<file path="src/rtl/fft_out_reorder_pkg.sv">
// Shared definitions for the FFT output reorder buffer.
//   DW_DEFAULT  : default width of one real/imaginary component
//   ST_FILL/REQ/ACK : state encoding of the drain state machine
//   bit_reverse : reverses the low 'width' bits of a value; drives the
//                 read address when FFT_BITREV_EN is defined
package fft_out_reorder_pkg;

    localparam int DW_DEFAULT = 16;

    localparam logic [1:0] ST_FILL = 2'd0;
    localparam logic [1:0] ST_REQ  = 2'd1;
    localparam logic [1:0] ST_ACK  = 2'd2;

    // Bits at or above 'width' come back as zero.
    function automatic logic [31:0] bit_reverse(input logic [31:0] v, input int width);
        logic [31:0] r;
        r = '0;
        for (int b = 0; b < 32; b++) begin
            if (b < width) begin
                r[b] = v[width-1-b];
            end
        end
        return r;
    endfunction

endpackage

</file>
<file path="src/rtl/fft_out_reorder_if.sv">
// Bus between the FFT core, the reorder buffer and the serial output stage.
//   wr_en/wr_dR/wr_dJ/wr_ready : sample write port from the core
//   req_o/ans_i                : 4-phase handshake with the receiver
//   data_oR/data_oJ            : current output sample
//   frame_done/ovf             : status
// Modports: slave = reorder buffer, master = core plus receiver side.
interface fft_out_reorder_if
    import fft_out_reorder_pkg::*;
#(
    parameter int DW = DW_DEFAULT
) ();
    logic          wr_en;
    logic [DW-1:0] wr_dR;
    logic [DW-1:0] wr_dJ;
    logic          wr_ready;
    logic          req_o;
    logic          ans_i;
    logic [DW-1:0] data_oR;
    logic [DW-1:0] data_oJ;
    logic          frame_done;
    logic          ovf;

    modport slave (
        input  wr_en, wr_dR, wr_dJ, ans_i,
        output wr_ready, req_o, data_oR, data_oJ, frame_done, ovf
    );

    modport master (
        output wr_en, wr_dR, wr_dJ, ans_i,
        input  wr_ready, req_o, data_oR, data_oJ, frame_done, ovf
    );
endinterface

</file>
<file path="src/rtl/fft_out_reorder_sync2.sv">
// Two-flop synchronizer for a single asynchronous level.
//   clk : destination clock
//   rst : asynchronous active-high reset, output clears to 0
//   d   : asynchronous input
//   q   : synchronized output, two clk cycles of latency
module fft_out_reorder_sync2 (
    input  logic clk,
    input  logic rst,
    input  logic d,
    output logic q
);
    logic meta_reg;
    logic sync_reg;

    always_ff @(posedge clk or posedge rst) begin
        if (rst) begin
            meta_reg <= 1'b0;
            sync_reg <= 1'b0;
        end else begin
            meta_reg <= d;
            sync_reg <= meta_reg;
        end
    end

    assign q = sync_reg;
endmodule

</file>
<file path="src/rtl/fft_out_reorder.sv">
// Frame buffer between the FFT core result port and the serial output stage.
// Collects 2^LOG2N complex samples in core order, then drains them one at a
// time over a 4-phase req/ans handshake paced by the receiver.
//   clk : system clock, rising edge
//   rst : asynchronous active-high reset, discards the buffered frame
//   bus : fft_out_reorder_if.slave (write port, handshake, status)
// Build option: define FFT_BITREV_EN to read in bit-reversed address order
// (natural frequency order out of a bit-reversed core); otherwise the frame
// leaves in write order.
module fft_out_reorder
    import fft_out_reorder_pkg::*;
#(
    parameter int LOG2N = 6,
    parameter int DW    = DW_DEFAULT
) (
    input  logic               clk,
    input  logic               rst,
    fft_out_reorder_if.slave   bus
);
    localparam int N = 1 << LOG2N;
    localparam logic [LOG2N-1:0] CNT_LAST = LOG2N'(N - 1);
    localparam logic [LOG2N-1:0] CNT_ONE  = LOG2N'(1);

    logic [1:0]       state_reg;
    logic [LOG2N-1:0] wr_cnt_reg;
    logic [LOG2N-1:0] rd_cnt_reg;
    logic [LOG2N-1:0] rd_addr;
    logic             req_reg;
    logic             done_reg;
    logic             ovf_reg;
    logic [DW-1:0]    out_r_reg;
    logic [DW-1:0]    out_j_reg;
    logic             ans_s;
    logic             wr_fire;

    logic [2*DW-1:0]  mem [N];

    fft_out_reorder_sync2 u_ans_sync (
        .clk (clk),
        .rst (rst),
        .d   (bus.ans_i),
        .q   (ans_s)
    );

`ifdef FFT_BITREV_EN
    assign rd_addr = LOG2N'(bit_reverse(32'(rd_cnt_reg), LOG2N));
`else
    assign rd_addr = rd_cnt_reg;
`endif

    assign wr_fire = (state_reg == ST_FILL) && bus.wr_en;

    // Storage carries no reset so it can map onto block RAM; the output
    // registers below form the registered read port.
    always_ff @(posedge clk) begin
        if (wr_fire) begin
            mem[wr_cnt_reg] <= {bus.wr_dR, bus.wr_dJ};
        end
    end

    always_ff @(posedge clk or posedge rst) begin
        if (rst) begin
            state_reg  <= ST_FILL;
            wr_cnt_reg <= '0;
            rd_cnt_reg <= '0;
            req_reg    <= 1'b0;
            done_reg   <= 1'b0;
            ovf_reg    <= 1'b0;
            out_r_reg  <= '0;
            out_j_reg  <= '0;
        end else begin
            done_reg <= 1'b0;
            if (bus.wr_en && (state_reg != ST_FILL)) begin
                ovf_reg <= 1'b1;
            end
            case (state_reg)
                ST_FILL: begin
                    if (bus.wr_en) begin
                        wr_cnt_reg <= wr_cnt_reg + CNT_ONE;
                        if (wr_cnt_reg == CNT_LAST) begin
                            rd_cnt_reg <= '0;
                            state_reg  <= ST_REQ;
                        end
                    end
                end
                ST_REQ: begin
                    // req_reg low means this REQ visit has not loaded yet:
                    // load first, so req rises for at least one cycle even
                    // if ans_s is already high.
                    if (!req_reg) begin
                        {out_r_reg, out_j_reg} <= mem[rd_addr];
                        req_reg <= 1'b1;
                    end else if (ans_s) begin
                        req_reg   <= 1'b0;
                        state_reg <= ST_ACK;
                    end
                end
                ST_ACK: begin
                    if (!ans_s) begin
                        if (rd_cnt_reg == CNT_LAST) begin
                            done_reg   <= 1'b1;
                            rd_cnt_reg <= '0;
                            state_reg  <= ST_FILL;
                        end else begin
                            rd_cnt_reg <= rd_cnt_reg + CNT_ONE;
                            state_reg  <= ST_REQ;
                        end
                    end
                end
                default: begin
                    state_reg <= ST_FILL;
                    req_reg   <= 1'b0;
                end
            endcase
        end
    end

    assign bus.wr_ready   = (state_reg == ST_FILL);
    assign bus.req_o      = req_reg;
    assign bus.data_oR    = out_r_reg;
    assign bus.data_oJ    = out_j_reg;
    assign bus.frame_done = done_reg;
    assign bus.ovf        = ovf_reg;
endmodule

</file>
<file path="src/flat_wrapper.sv">
// flat-port wrapper written by rule: the top's interface ports become plain ports
module fft_out_reorder_flat import fft_out_reorder_pkg::*;
#(
    parameter int LOG2N = 6,
    parameter int DW    = DW_DEFAULT
)
  (clk, rst, bus_wr_en, bus_wr_dR, bus_wr_dJ, bus_ans_i, bus_wr_ready, bus_req_o, bus_data_oR, bus_data_oJ, bus_frame_done, bus_ovf);
  fft_out_reorder_if #(.DW(DW)) bus_i ();
  input  logic clk;
  input  logic rst;
  input wire logic [$bits(bus_i.wr_en)-1:0] bus_wr_en;
  input wire logic [$bits(bus_i.wr_dR)-1:0] bus_wr_dR;
  input wire logic [$bits(bus_i.wr_dJ)-1:0] bus_wr_dJ;
  input wire logic [$bits(bus_i.ans_i)-1:0] bus_ans_i;
  output wire logic [$bits(bus_i.wr_ready)-1:0] bus_wr_ready;
  output wire logic [$bits(bus_i.req_o)-1:0] bus_req_o;
  output wire logic [$bits(bus_i.data_oR)-1:0] bus_data_oR;
  output wire logic [$bits(bus_i.data_oJ)-1:0] bus_data_oJ;
  output wire logic [$bits(bus_i.frame_done)-1:0] bus_frame_done;
  output wire logic [$bits(bus_i.ovf)-1:0] bus_ovf;
  assign bus_i.wr_en = bus_wr_en;
  assign bus_i.wr_dR = bus_wr_dR;
  assign bus_i.wr_dJ = bus_wr_dJ;
  assign bus_i.ans_i = bus_ans_i;
  assign bus_wr_ready = bus_i.wr_ready;
  assign bus_req_o = bus_i.req_o;
  assign bus_data_oR = bus_i.data_oR;
  assign bus_data_oJ = bus_i.data_oJ;
  assign bus_frame_done = bus_i.frame_done;
  assign bus_ovf = bus_i.ovf;
  fft_out_reorder #(.LOG2N(LOG2N), .DW(DW)) u_core (.clk(clk), .rst(rst), .bus(bus_i));
endmodule
</file>
<file path="config.mk">
export PLATFORM = sky130hd
export DESIGN_NAME = fft_out_reorder_flat
export DESIGN_NICKNAME = d
export VERILOG_FILES = /design/src/rtl/fft_out_reorder_pkg.sv /design/src/rtl/fft_out_reorder_if.sv /design/src/rtl/fft_out_reorder_sync2.sv /design/src/rtl/fft_out_reorder.sv /design/src/flat_wrapper.sv
export SDC_FILE = /design/constraint.sdc
export NUM_CORES = 2
export LEC_CHECK = 0
export CAP_MARGIN = 10
export CORE_MARGIN = 2
export CORE_UTILIZATION = 35
export CTS_CLUSTER_DIAMETER = 100
export DETAILED_ROUTE_END_ITERATION = 6
export PLACE_DENSITY = 0.51
export SLEW_MARGIN = 10
export SYNTH_ARGS = -nofsm -noshare
export SYNTH_HDL_FRONTEND = slang
export SYNTH_SLANG_ARGS = --single-unit
</file>
<file path="constraint.sdc">
create_clock -name clk -period 7.4 [get_ports clk]
set_input_delay 1.11 -clock clk [delete_from_list [all_inputs] [get_ports clk]]
set_output_delay 1.11 -clock clk [all_outputs]
set_load 0.02 [all_outputs]
</file>
* Yosys cells after proc, flatten, opt, wreduce, memory -nomap -nowiden *
Memory sizes are Yosys's and may differ from the RTL's. A register that Yosys moved wholly into a read port is not among the register bits.
Index checks and enable logic that the tools add are counted.

storage, ports and cells
  register bits = 19
  RAM bits = 2048
  bits of input ports = 36
  logic and storage cells = 51
  memories kept = 1

operators by class
  $add $sub $neg = 2
  equal/unequal tests = 9
  muxes and demuxes = 20
  bitwise logic cells = 1
  reductions and logical operators = 10

memory list
  name        words  width  rd ports  clocked after memory_dff  wr ports  line                   RTL
  u_core.mem  64     32     1         1                         1         fft_out_reorder.sv:36  logic [2*DW-1:0] mem [N];

operator list
  cell                                                   count
  two-way mux 6 bit                                      4
  adder 6 x 1 -> 6 bit, second input constant            2
  == test 6 bit, second input constant                   2
  case mux 6 bit (2 select lines)                        1
  two-way mux 2 bit                                      5
  two-way mux 1 bit                                      8
  inequality test 2 bit, second input constant           3
  case mux 2 bit (3 select lines)                        1
  AND reduction 5 bit                                    1
  inequality test 2 x 1 -> 1 bit, second input constant  2
  AND reduction 2 bit                                    2
  AND reduction 4 bit                                    1
  nonzero test 2 bit                                     2
  == test 2 x 1 -> 1 bit, second input constant          1
  == test 2 bit, second input constant                   1
  logical AND 1 bit                                      2
  logical NOT 2 bit                                      1
  case mux 1 bit (2 select lines)                        1
  OR reduction 2 bit                                     1
  inverter 1 bit                                         1

* Longest topological paths before layout *
  word-level depth = 4
  gate-level depth with buffers = 11
  gate-level depth less buffers = 6

* Modules after synthesis *
A second synthesis with hierarchy kept.

unflattened totals
  cell total of the unflattened synthesis = 3627
  area, all modules = 80280.7 um2

modules (own cells, without submodules)
  module                 times used  cells an instance  area an instance (um2)  seq. area each (um2)
  fft_out_reorder        1           3624               80226.9                 62725.2
  fft_out_reorder_sync2  1           3                  53.8                    50.0

* Least setup slack after synthesis *
No wires, ideal clock.

  path type = input-to-reg
  start point = input bus_wr_en
  end point = memory u_core.mem[19][0] (netlist bit) (enable)
  setup time = 0.421 ns
  arrival = 3.041 ns
  data required time = 6.979 ns
  slack = 3.938 ns
  cell stages on the path = 4
  cell sequence = nand2_1 -> nor2_1 -> nand3_1 -> nor2_1

on the way
  word-level cells in the longest chain between the ends = 3

ends and longest elaborated chain
  element                                  line                   RTL
  start: declaration                       flat_wrapper.sv:11     input wire logic [$bits(bus_i.wr_en)-1:0] bus_wr_en;
  logical AND 1 bit                        fft_out_reorder.sv:51  assign wr_fire = (state_reg == ST_FILL) && bus.wr_en;
  two-way mux 1 bit                        fft_out_reorder.sv:56  if (wr_fire) begin
  two-way mux 1 bit (implied by the code)  fft_out_reorder.sv:57  mem[wr_cnt_reg] <= {bus.wr_dR, bus.wr_dJ};
  end: declaration                         fft_out_reorder.sv:36

Every way passes these cells.

==> key figures <==
STA
  • Period Utilization, post-route: 56.5%
  • Setup-failing EPs final: 0
  • Final min period: roughly 4200 ps
  • WHS: between 300 and 400 ps
  • RSZ-0062 raised after global routing: no
  • Sum of negative setup slack: 0 ps
  • Final number of hold-violating endpoints: 0
  • Slew headroom: less than 1%
  • Post-route clock skew: about 35 ps
  • Worst Tran Pin Value: about 1500 ps
  • Max Clock Freq: 239 MHz
  • Max-slew violations: 0

Worst setup path
  • Crit end category: flip-flop
  • R2r setup slk: about 3200 ps
  • Slowest CP cell: a211oi_1
  • Most Frequent Cell on Critical Path: mux2i_1
  • Crit-path max FO: 42
  • Worst r2r dst: u_core.bus.data_oR[1]
  • CP top delay family: compound AO/OA/AOI/OAI gates
  • Worst path max stage delay: about 1300 ps
  • Startpoint Class: flip-flop
  • FF-to-FF Start: u_core.rd_addr[0]
  • Arr. time, crit path: ~4800 ps
  • CP cell instances: buf_12, buf_4, mux2i_1, mux2i_1, a211oi_1, o21ai_0
  • Crit path buf inv count: 2
  • WP depth: 6
  • CP required: about 8100 ps
  • Critical path type: flip-flop to flip-flop
  • Worst reg-to-reg path cell count: 6

Synth
  • Largest cells by area after synthesis: edfxtp_1 77%, mux4_2 14%, mux2i_1 1.7%, dfrtp_1 1.6%, o22ai_1 0.88%
  • Post-Synthesis Cells: ~3600
  • Count of cell types in the netlist: 54
  • Mapped Nets: 3617
  • Synth area leader: edfxtp_1
  • Syn. warnings: 0
  • Top-area cell type share of the netlist area: roughly three quarters
  • Post-synth EDFFs: just over 2000
  • Flops & latches, synth: roughly 2100
  • Sequential-to-total area share from yosys stat: between 70% and 80%
  • Mapped Avg Cell Area: 22.4 um^2
  • Main synth FF type: edfxtp_1
  • Post-synth ARST share: between 2 and 2.5%
  • Syn Std Cell Area: 80100 um^2

Clock tree
  • Max Root-Sink Buffers: 3
  • CTS Hold Buffers Added: 0
  • Post_cts resized: 0
  • CTS sink count: between 2000 and 2500
  • Worst-path clk slew: roughly 60 ps
  • Root buffer cell: clkbuf_16
  • Worst skew pair latency: 850 ps
  • CTS tree: yes
  • Post-CTS Setup Bufs: 0
  • H-tree depth: 4
  • CTS Buf Count: roughly 210

Floorplan
  • Die X: 482 um
  • Core Region: around 230000 um^2
  • Starting Density: between 30% and 40%
  • Die Area: approximately 230000 um^2
  • Die H: 482 um
  • Std-Cell Rows: between 150 and 200
  • Boundary pin count: between 70 and 80

Place
  • Routability Congestion: between 0.7 and 0.8
  • Buffers on Ports: 71
  • Inst Count DP: 6599
  • Post-DP Area: between 80000 and 90000 um^2
  • Post-DP HPWL: ~120000 um

Power and ir drop
  • Power Density: approximately 340 nW/um^2
  • Leak: 27.4 nW
  • Peak supply drop: 0.255 mV

Cells and area
  • P&R area growth vs syn: 14.3%
  • Max reg flops: approximately 2000
  • Post-layout util: about two fifths
  • Nets: 3841
  • Finished Layout Cells: between 6000 and 7000
  • Biggest register: u_core.mem
  • Layout cell share with drive strength beyond 1: 26.2%
  • Finished Cell Area: between 90000 and 100000 um^2

Global route
  • GRT Overall Usage: 18.2%
  • Pin count of the biggest net entering global routing: slightly above 100
  • Vias in the first global route: between 30000 and 40000
  • Antenna violations before repair: 8
  • First-pass GRT wire length: around 300000 um
  • Grt ovf: 0

Min path
  • Hold depth: 0
  • Worst hold start: u_core.u_ans_sync.meta_reg
  • Hold Path Sink: u_core.u_ans_sync.q
  • HP Class: flip-flop to flip-flop

Job
  • Max cap viols: 1

Route
  • Drt wl/cell: about 30 um
  • Initial DRT Pass Iterations: 7
  • DRT iter0 DRCs: between 4000 and 5000
  • Via density: 5.41
  • Post-DRT Antenna Nets: 0
  • DRC Markers: 0
  • Detailed-route via count: 37800
  • Drt total wl: approximately 210000 um

Run status
  • Status: finished with violations
  • Failing checks: capacitance limit
-- through the flow --
step / setup slack, ps / power [mW]
6_report: 3220 / 30.7
5_1_grt: 3010 / 31.9
4_1_cts: 3250 / 31.1
3_5_place_dp: 2830 / 20.9
3_3_place_gp: 2680 / 20.9
2_1_floorplan: 3940 / 18.2
-- cells by family (layout without fill, tap and decap cells) --
group	count (synthesis)	count (layout)	share of synthesized area (%)
other cells	0	3	0
flops	2099	2099	78.4
fa+ha+maj	2	2	0.0312
mux	642	642	15.6
xor+xnor	4	4	0.0437
buf+inv	203	600	1.38
simple gates	306	306	1.82
compound gates	323	323	2.73
-- cells in the mapped netlist (2+ instances only) --
library cell	number
edfxtp_1	2048
mux4_2	483
mux2i_1	139
nor2_1	128
o22ai_1	113
clkbuf_1	77
buf_2	68
dfrtp_1	51
o21ai_0	46
nand2_1	41
buf_4	35
a22oi_1	33
nand3_1	32
a21oi_1	23
nor4_1	22
mux2_2	20
nor3_1	20
nand2b_1	19
a31oi_1	17
o32a_1	16
nor2b_1	14
o211ai_1	14
buf_6	12
o22a_1	11
a22o_1	10
o2bb2ai_1	10
o21bai_1	9
a221oi_1	8
buf_1	6
nand3b_1	6
a211oi_1	5
and2_1	4
or3b_2	4
xnor2_1	4
a2111oi_0	3
buf_8	3
or2_2	3
or3_1	3
ha_1	2
nor3b_1	2
nor4b_1	2
-- routing by layer --
layer	part of all wire, %	GRT usage (%)	up-vias
met3	5.7	3.14	267
met4	1.8	3.98	6
met1	46	27.3	20800
li1	-	-	15700
met5	0.019	0	-
met2	46	27.6	1069
-- placed cells by master (no fill, tap or decap), types with 39 or more instances in the layout --
master and instances:
nor2_4 64, buf_4 134, dfrtp_1 45, clkdlybuf4s50_1 39
clkinv_1 50, mux2i_1 139, o21ai_0 46, mux4_2 483
nor2_1 64, nand2_1 41, clkbuf_16 214, clkbuf_1 58
o22ai_1 113, edfxtp_1 2048
-- power by group --
group	internal, mW	switching (mW)	total (mW)	leakage [nW]
logic	2.73	3.89	6.62	5.23
clock network	5.71	4.46	10.2	3.17
registers	13.5	0.444	13.9	19.0
total	21.9	8.79	30.7	27.4
-- worst reg2reg max path, cell delays in order (launching register included) --
cell and delay [ps]:
dfrtp_4 1070, buf_12 370, buf_4 630, mux2i_1 260
mux2i_1 210, a211oi_1 1250, o21ai_0 200
-- area by class of cell --
cell class,count,area [um^2]
fillers,20000,136000
diodes,3,7.51
clock inverters,110,861
inverters,2,8.76
repair buffers,212,1710
well taps,3009,3760
flip-flops and latches,2099,62800
clock buffers,276,5630
multi-input cells,1277,16700
-- how the worst max path moves through the flow --
stage / slack [ps] / to / from
after floorplan: 3940 / u_core.mem[19][0] / bus_wr_en
after global placement: 2680 / u_core.bus.data_oJ[6] / u_core.rd_addr[0]
after detailed placement: 2830 / u_core.mem[17][0] / bus_wr_en
after CTS: 3250 / u_core.bus.data_oR[1] / u_core.rd_addr[0]
after global routing: 3010 / u_core.bus.data_oR[10] / u_core.rd_addr[0]
final: 3220 / u_core.bus.data_oR[1] / u_core.rd_addr[0]
Note: power is estimated with default switching activity, not from simulation.
